--- src/rtl/noc_packet_injector.sv ---
// NoC source-side injector: turns a PE packet request into header + payload flits for the router.
// Define NOC_INJ_TAIL_EN to append an XOR checksum tail flit to every packet.
module noc_packet_injector #(
    parameter int unsigned DATA_WIDTH = 32
) (
    input  logic                  clk,
    input  logic                  rst_n,
    input  logic [4:0]            router_x,
    input  logic [4:0]            router_y,
    input  logic                  req_valid,
    output logic                  req_ready,
    input  logic [4:0]            req_dest_x,
    input  logic [4:0]            req_dest_y,
    input  logic [7:0]            req_len,
    input  logic [DATA_WIDTH-1:0] pl_data,
    input  logic                  pl_valid,
    output logic                  pl_ready,
    output logic [DATA_WIDTH-1:0] flit_data,
    output logic                  flit_valid,
    input  logic                  flit_ready,
    output logic                  flit_last,
    output logic                  busy,
    output logic [15:0]           pkt_count
);

    typedef enum logic [2:0] {
        StIdle,
        StHead,
        StBody,
        StDrain
`ifdef NOC_INJ_TAIL_EN
        , StTail
`endif
    } state_e;

`ifdef NOC_INJ_TAIL_EN
    localparam bit TailEn = 1'b1;
`else
    localparam bit TailEn = 1'b0;
`endif

    state_e                state_q, state_d;
    logic [DATA_WIDTH-1:0] flit_data_q, flit_data_d;
    logic                  flit_valid_q, flit_valid_d;
    logic                  flit_last_q, flit_last_d;
    logic [7:0]            remain_q, remain_d;
    logic [15:0]           pkt_count_q, pkt_count_d;
    logic [DATA_WIDTH-1:0] hdr;
    logic                  xfer;
`ifdef NOC_INJ_TAIL_EN
    logic [DATA_WIDTH-1:0] csum_q, csum_d;
`endif

    always_comb begin
        state_d      = state_q;
        flit_data_d  = flit_data_q;
        flit_valid_d = flit_valid_q;
        flit_last_d  = flit_last_q;
        remain_d     = remain_q;
        pkt_count_d  = pkt_count_q;
        pl_ready     = 1'b0;
`ifdef NOC_INJ_TAIL_EN
        csum_d       = csum_q;
`endif
        hdr          = '0;
        hdr[27:0]    = {req_len, router_x, router_y, req_dest_x, req_dest_y};
        xfer         = flit_valid_q && flit_ready;

        // A transfer frees the flit register; later loads in this cycle override it.
        if (xfer) begin
            flit_valid_d = 1'b0;
            flit_last_d  = 1'b0;
            if (flit_last_q) begin
                pkt_count_d = pkt_count_q + 16'd1;
            end
        end

        unique case (state_q)
            StIdle: begin
                if (req_valid) begin
                    flit_data_d  = hdr;
                    flit_valid_d = 1'b1;
                    flit_last_d  = (req_len == 8'd0) && !TailEn;
                    remain_d     = req_len;
`ifdef NOC_INJ_TAIL_EN
                    csum_d       = '0;
`endif
                    state_d      = StHead;
                end
            end
            StHead: begin
                if (xfer) begin
                    if (remain_q != 8'd0) begin
                        state_d = StBody;
                    end else begin
`ifdef NOC_INJ_TAIL_EN
                        state_d = StTail;
`else
                        state_d = StIdle;
`endif
                    end
                end
            end
            StBody: begin
                pl_ready = !flit_valid_q || flit_ready;
                if (pl_valid && pl_ready) begin
                    flit_data_d  = pl_data;
                    flit_valid_d = 1'b1;
                    flit_last_d  = (remain_q == 8'd1) && !TailEn;
                    remain_d     = remain_q - 8'd1;
`ifdef NOC_INJ_TAIL_EN
                    csum_d       = csum_q ^ pl_data;
`endif
                    if (remain_q == 8'd1) begin
`ifdef NOC_INJ_TAIL_EN
                        state_d = StTail;
`else
                        state_d = StDrain;
`endif
                    end
                end
            end
`ifdef NOC_INJ_TAIL_EN
            StTail: begin
                if (!flit_valid_q || flit_ready) begin
                    flit_data_d  = csum_q;
                    flit_valid_d = 1'b1;
                    flit_last_d  = 1'b1;
                    state_d      = StDrain;
                end
            end
`endif
            StDrain: begin
                if (xfer) begin
                    state_d = StIdle;
                end
            end
            default: state_d = StIdle;
        endcase
    end

    always_ff @(posedge clk or negedge rst_n) begin
        if (!rst_n) begin
            state_q      <= StIdle;
            flit_data_q  <= '0;
            flit_valid_q <= 1'b0;
            flit_last_q  <= 1'b0;
            remain_q     <= 8'd0;
            pkt_count_q  <= 16'd0;
`ifdef NOC_INJ_TAIL_EN
            csum_q       <= '0;
`endif
        end else begin
            state_q      <= state_d;
            flit_data_q  <= flit_data_d;
            flit_valid_q <= flit_valid_d;
            flit_last_q  <= flit_last_d;
            remain_q     <= remain_d;
            pkt_count_q  <= pkt_count_d;
`ifdef NOC_INJ_TAIL_EN
            csum_q       <= csum_d;
`endif
        end
    end

    assign req_ready  = (state_q == StIdle);
    assign busy       = (state_q != StIdle);
    assign flit_data  = flit_data_q;
    assign flit_valid = flit_valid_q;
    assign flit_last  = flit_last_q;
    assign pkt_count  = pkt_count_q;

endmodule

--- config.mk ---
export PLATFORM = sky130hd
export DESIGN_NAME = noc_packet_injector
export DESIGN_NICKNAME = d
export VERILOG_FILES = /design/src/rtl/noc_packet_injector.sv
export SDC_FILE = /design/constraint.sdc
export NUM_CORES = 1
export LEC_CHECK = 0
export CAP_MARGIN = 20
export CORE_MARGIN = 5
export CORE_UTILIZATION = 40
export CTS_CLUSTER_SIZE = 40
export DETAILED_ROUTE_END_ITERATION = 7
export GPL_TIMING_DRIVEN = 0
export HOLD_SLACK_MARGIN = 0.12
export PLACE_DENSITY_LB_ADDON = 0.08
export SYNTH_ARGS = -nofsm -noshare
export SYNTH_HDL_FRONTEND = slang
export SYNTH_SLANG_ARGS = --single-unit
--- constraint.sdc ---
create_clock -name clk -period 2.9 [get_ports clk]
set_clock_uncertainty 0.15 [all_clocks]
set_input_delay 0.58 -clock clk [delete_from_list [all_inputs] [get_ports clk]]
set_output_delay 0.58 -clock clk [all_outputs]
set_load 0.005 [all_outputs]
==> out/results.ini, run 1 <==
[sta]
hold_violations = 0
fin_crit_sh_pct = 94.69
rsz0062_at_grt = false
min_period_ns = 2.746
slew-limit-headroom_pct = 56.43
holdWs_ns = 0.3155
worst_slack_ns = 0.1541
fmax_mhz = 364.2
tightest_slew_ns = 0.6476
final-max-slew-violation-count = 0
finalSetupViolCount = 0
setup_tns_ns = 0

[yosys]
synthArstFlopShare_pct = 100.0
synth_adder_area_share_pct = 1.682
syn-instance-count = 287
synth_area_leaders = dfrtp_1, mux2i_1, o21ai_0
yosysTopAreaCell = dfrtp_1
syn_area_per_cell_um2 = 10.37
synth_xor_area_share_pct = 4.415
synthesis.area_um2 = 2975
synthSimpleGateAreaFrac_pct = 11.02
synthFlopType = dfrtp_1
synth_nets = 356
synth_mux_area_share_pct = 9.840
synth.most_common_cell = dfrtp_1
yosys_warnings = 0
yosysSeqAreaShare_pct = 50.46
synth_top_family_by_area = compound AO/OA/AOI/OAI gates
synth_edf_count = 0
ys_types = 48
synth_top_area_share_pct = 50.46
synth_compound_area_share_pct = 18.71
ys_ff_latch = 60
synth.cells.most_frequent = dfrtp_1, o21ai_0, mux2i_1

[global_routing]
grt_max_degree = 39
grt_pass1_wl_um = 13210
grt_use_total_pct = 18.84
antenna_found_initial = 0
first_global_vias = 2688
gr-total-overflow = 0

[pwr]
worst_ir_drop_vdd_v = 0.0004734
internal_power_mw = 2.567
clockPowerShare_pct = 22.6
sequentialPowerShare_pct = 34.1
combinationalPowerShare_pct = 43.4
swShare_pct = 34.29
p_leak_nw = 1.805
p_switching_mw = 1.340
powerDensity_nw_per_um2 = 862.9

[clock_network]
cts_buffers = 9
cts_max_level = 3
cts_root_buffer = clkbuf_8
cts_buffer_depth = 2
numClockSinks = 60
post_cts_buffers = 0
cts_tree = done
clk_latency_ns = 0.33
clk_pin_slew_ns = 0.06

[worst_setup_path]
worst_path_max_delay_cell = clkdlybuf4s50_1
crit_arrival_ns = 2.02
critPathKind = input port to output port
end_kind = output port
crit_fanout = 7
r2r_cells = 6
startpoint_type = input port
critPathMaxStageDelay_ns = 0.58
cp_common_cell = clkdlybuf4s50_1
cp.required_ns = 2.17
crit_chain = clkdlybuf4s50_1 -> nand2b_2 -> and2_1 -> clkdlybuf4s50_1

[placed_design]
place_ws_ns = 0.1442
gp_congestion = 0.8188
hpwl_um = 6418
io_buffers = 117
post_dp_cell_area_um2 = 4285

[floorplanning]
die_area_um2 = 9263
design.core.area_um2 = 7253
rows = 31
die_w_um = 96.25
die_h_um = 96.25
start_util_pct = 41.02
io_pins = 118

[finish]
diodes = 0
fillCellCount = 634
final_layout_size_suffix_gt1_share_pct = 9.026
multi_input_area_um2 = 1359
final_area_um2 = 4528
final_core_util_pct = 62.43
seq_area_um2 = 1503
area_growth_pct = 52.19
finalNetCount = 485

[route]
via_count = 2688
routed_wirelength_um = 8518
ant_nets = 0
drcViolationCount = 0
routedWlPerCell_um = 16.38
drt-initial-drc-count = 114
avgViaCountPerCell = 5.169
firstDrtPassIters = 4

[flow_run]
max_cap_viol_count = 0

[worst_hold_path]
hold_depth = 1
worstHoldPathType = flip-flop to flip-flop

[run_status]
status = finished clean

[power by group through the flow]
stage                     combinational, mW  clock (mW)  sequential (mW)
final                                  1.70       0.881             1.33
after global routing                   1.88       0.948             1.37
after CTS                              1.73       0.904             1.33
after detailed placement               1.72           0             1.34
after global placement                 1.69           0             1.33
after floorplan                       0.841           0             1.33
[worst paths after layout]
kind	slack [ns]	end	startpoint
max in group asynchronous	1.36	state_q[1]$_DFFE_PN0P_	rst_n
worst max-delay path	0.15	pl_ready	flit_ready
worst min register to register	0.32	pkt_count[15]$_DFFE_PN0P_	pkt_count[15]$_DFFE_PN0P_
worst max register to register	1.02	remain_q[6]$_DFFE_PN0P_	remain_q[0]$_DFFE_PN0P_
min in group asynchronous	0.62	pkt_count[11]$_DFFE_PN0P_	rst_n
worst min-delay path	0.32	pkt_count[15]$_DFFE_PN0P_	pkt_count[15]$_DFFE_PN0P_
[worst max-delay path: cells and delay by family]
kind | cells | cell delay [ns]
buffers and inverters | 2 | 1.08
and+or+nand+nor | 2 | 0.36
[sequential cells by signal (all words and copies together), names as in the netlist]
signal / cells
remain_q: 8
flit_data: 32
flit_valid: 1
flit_last: 1
pkt_count: 16
state_q: 2
[cells by family after synthesis]
group,after synthesis
AOI/OAI and AO/OA,96
buffers and inverters,24
and+or+nand+nor,59
DFF,60
adders and majority gates,4
muxes,29
xor gates and xnor gates,15
[through the flow]
| step | total power, mW | cells |
|---|---|---|
| 2_1_floorplan | 2.175 | 287 |
| 3_3_place_gp | 3.017 | 503 |
| 3_5_place_dp | 3.063 | 504 |
| 4_1_cts | 3.961 | 521 |
| 5_1_grt | 4.194 | 520 |
| 6_report | 3.907 | 520 |
[repair_timing]
item / 4_1_cts / 5_1_grt
hold buffers: 1 / 0
pin swaps: 0 / 0
resized for setup: 1 / 0
setup endpoints to repair: 1 / 1
endpoints found under the hold margin: 22 / 0
[layer usage]
metal  GRT usage (%)  vias up  share of wire (%)
met1           24.19     1294                 43
met5               0        -                  0
met4           7.346        0                1.2
li1                -     1295                  -
met2           30.65       92                 48
met3           4.378        7                7.2
[cell type report]
cell class	count	share of cell area, %
inverter	5	0.4145
buffer	18	2.017
clock inverter	3	1.492
clock buffer	13	3.730
tap	99	2.736
multi-input combinational	203	30.01
timing repair buffer	119	26.42
sequential	60	33.19
[cells in the final DEF (no fill, tap or decap), types with 3 or more instances in the layout]
| cell | instances |
|---|---|
| a21oi_1 | 5 |
| buf_2 | 8 |
| buf_4 | 4 |
| clkbuf_1 | 8 |
| clkbuf_8 | 12 |
| clkdlybuf4s50_1 | 116 |
| dfrtp_1 | 59 |
| ha_1 | 4 |
| inv_1 | 4 |
| mux2i_1 | 27 |
| nand2_1 | 15 |
| nand3_1 | 4 |
| nand4_1 | 6 |
| nor2_1 | 8 |
| nor4_1 | 3 |
| o21ai_0 | 51 |
| o21ai_1 | 20 |
| o31ai_1 | 5 |
| xnor2_1 | 13 |
No activity file was read; power rests on OpenSTA's default activity.
==> run 2: changes to the inputs <==
Settings changed: ABC_CLOCK_PERIOD_IN_PS from default to 2900.
==> results of run 2 <==
Same layout as run 1: the final DEF is identical, and so are final timing and power.
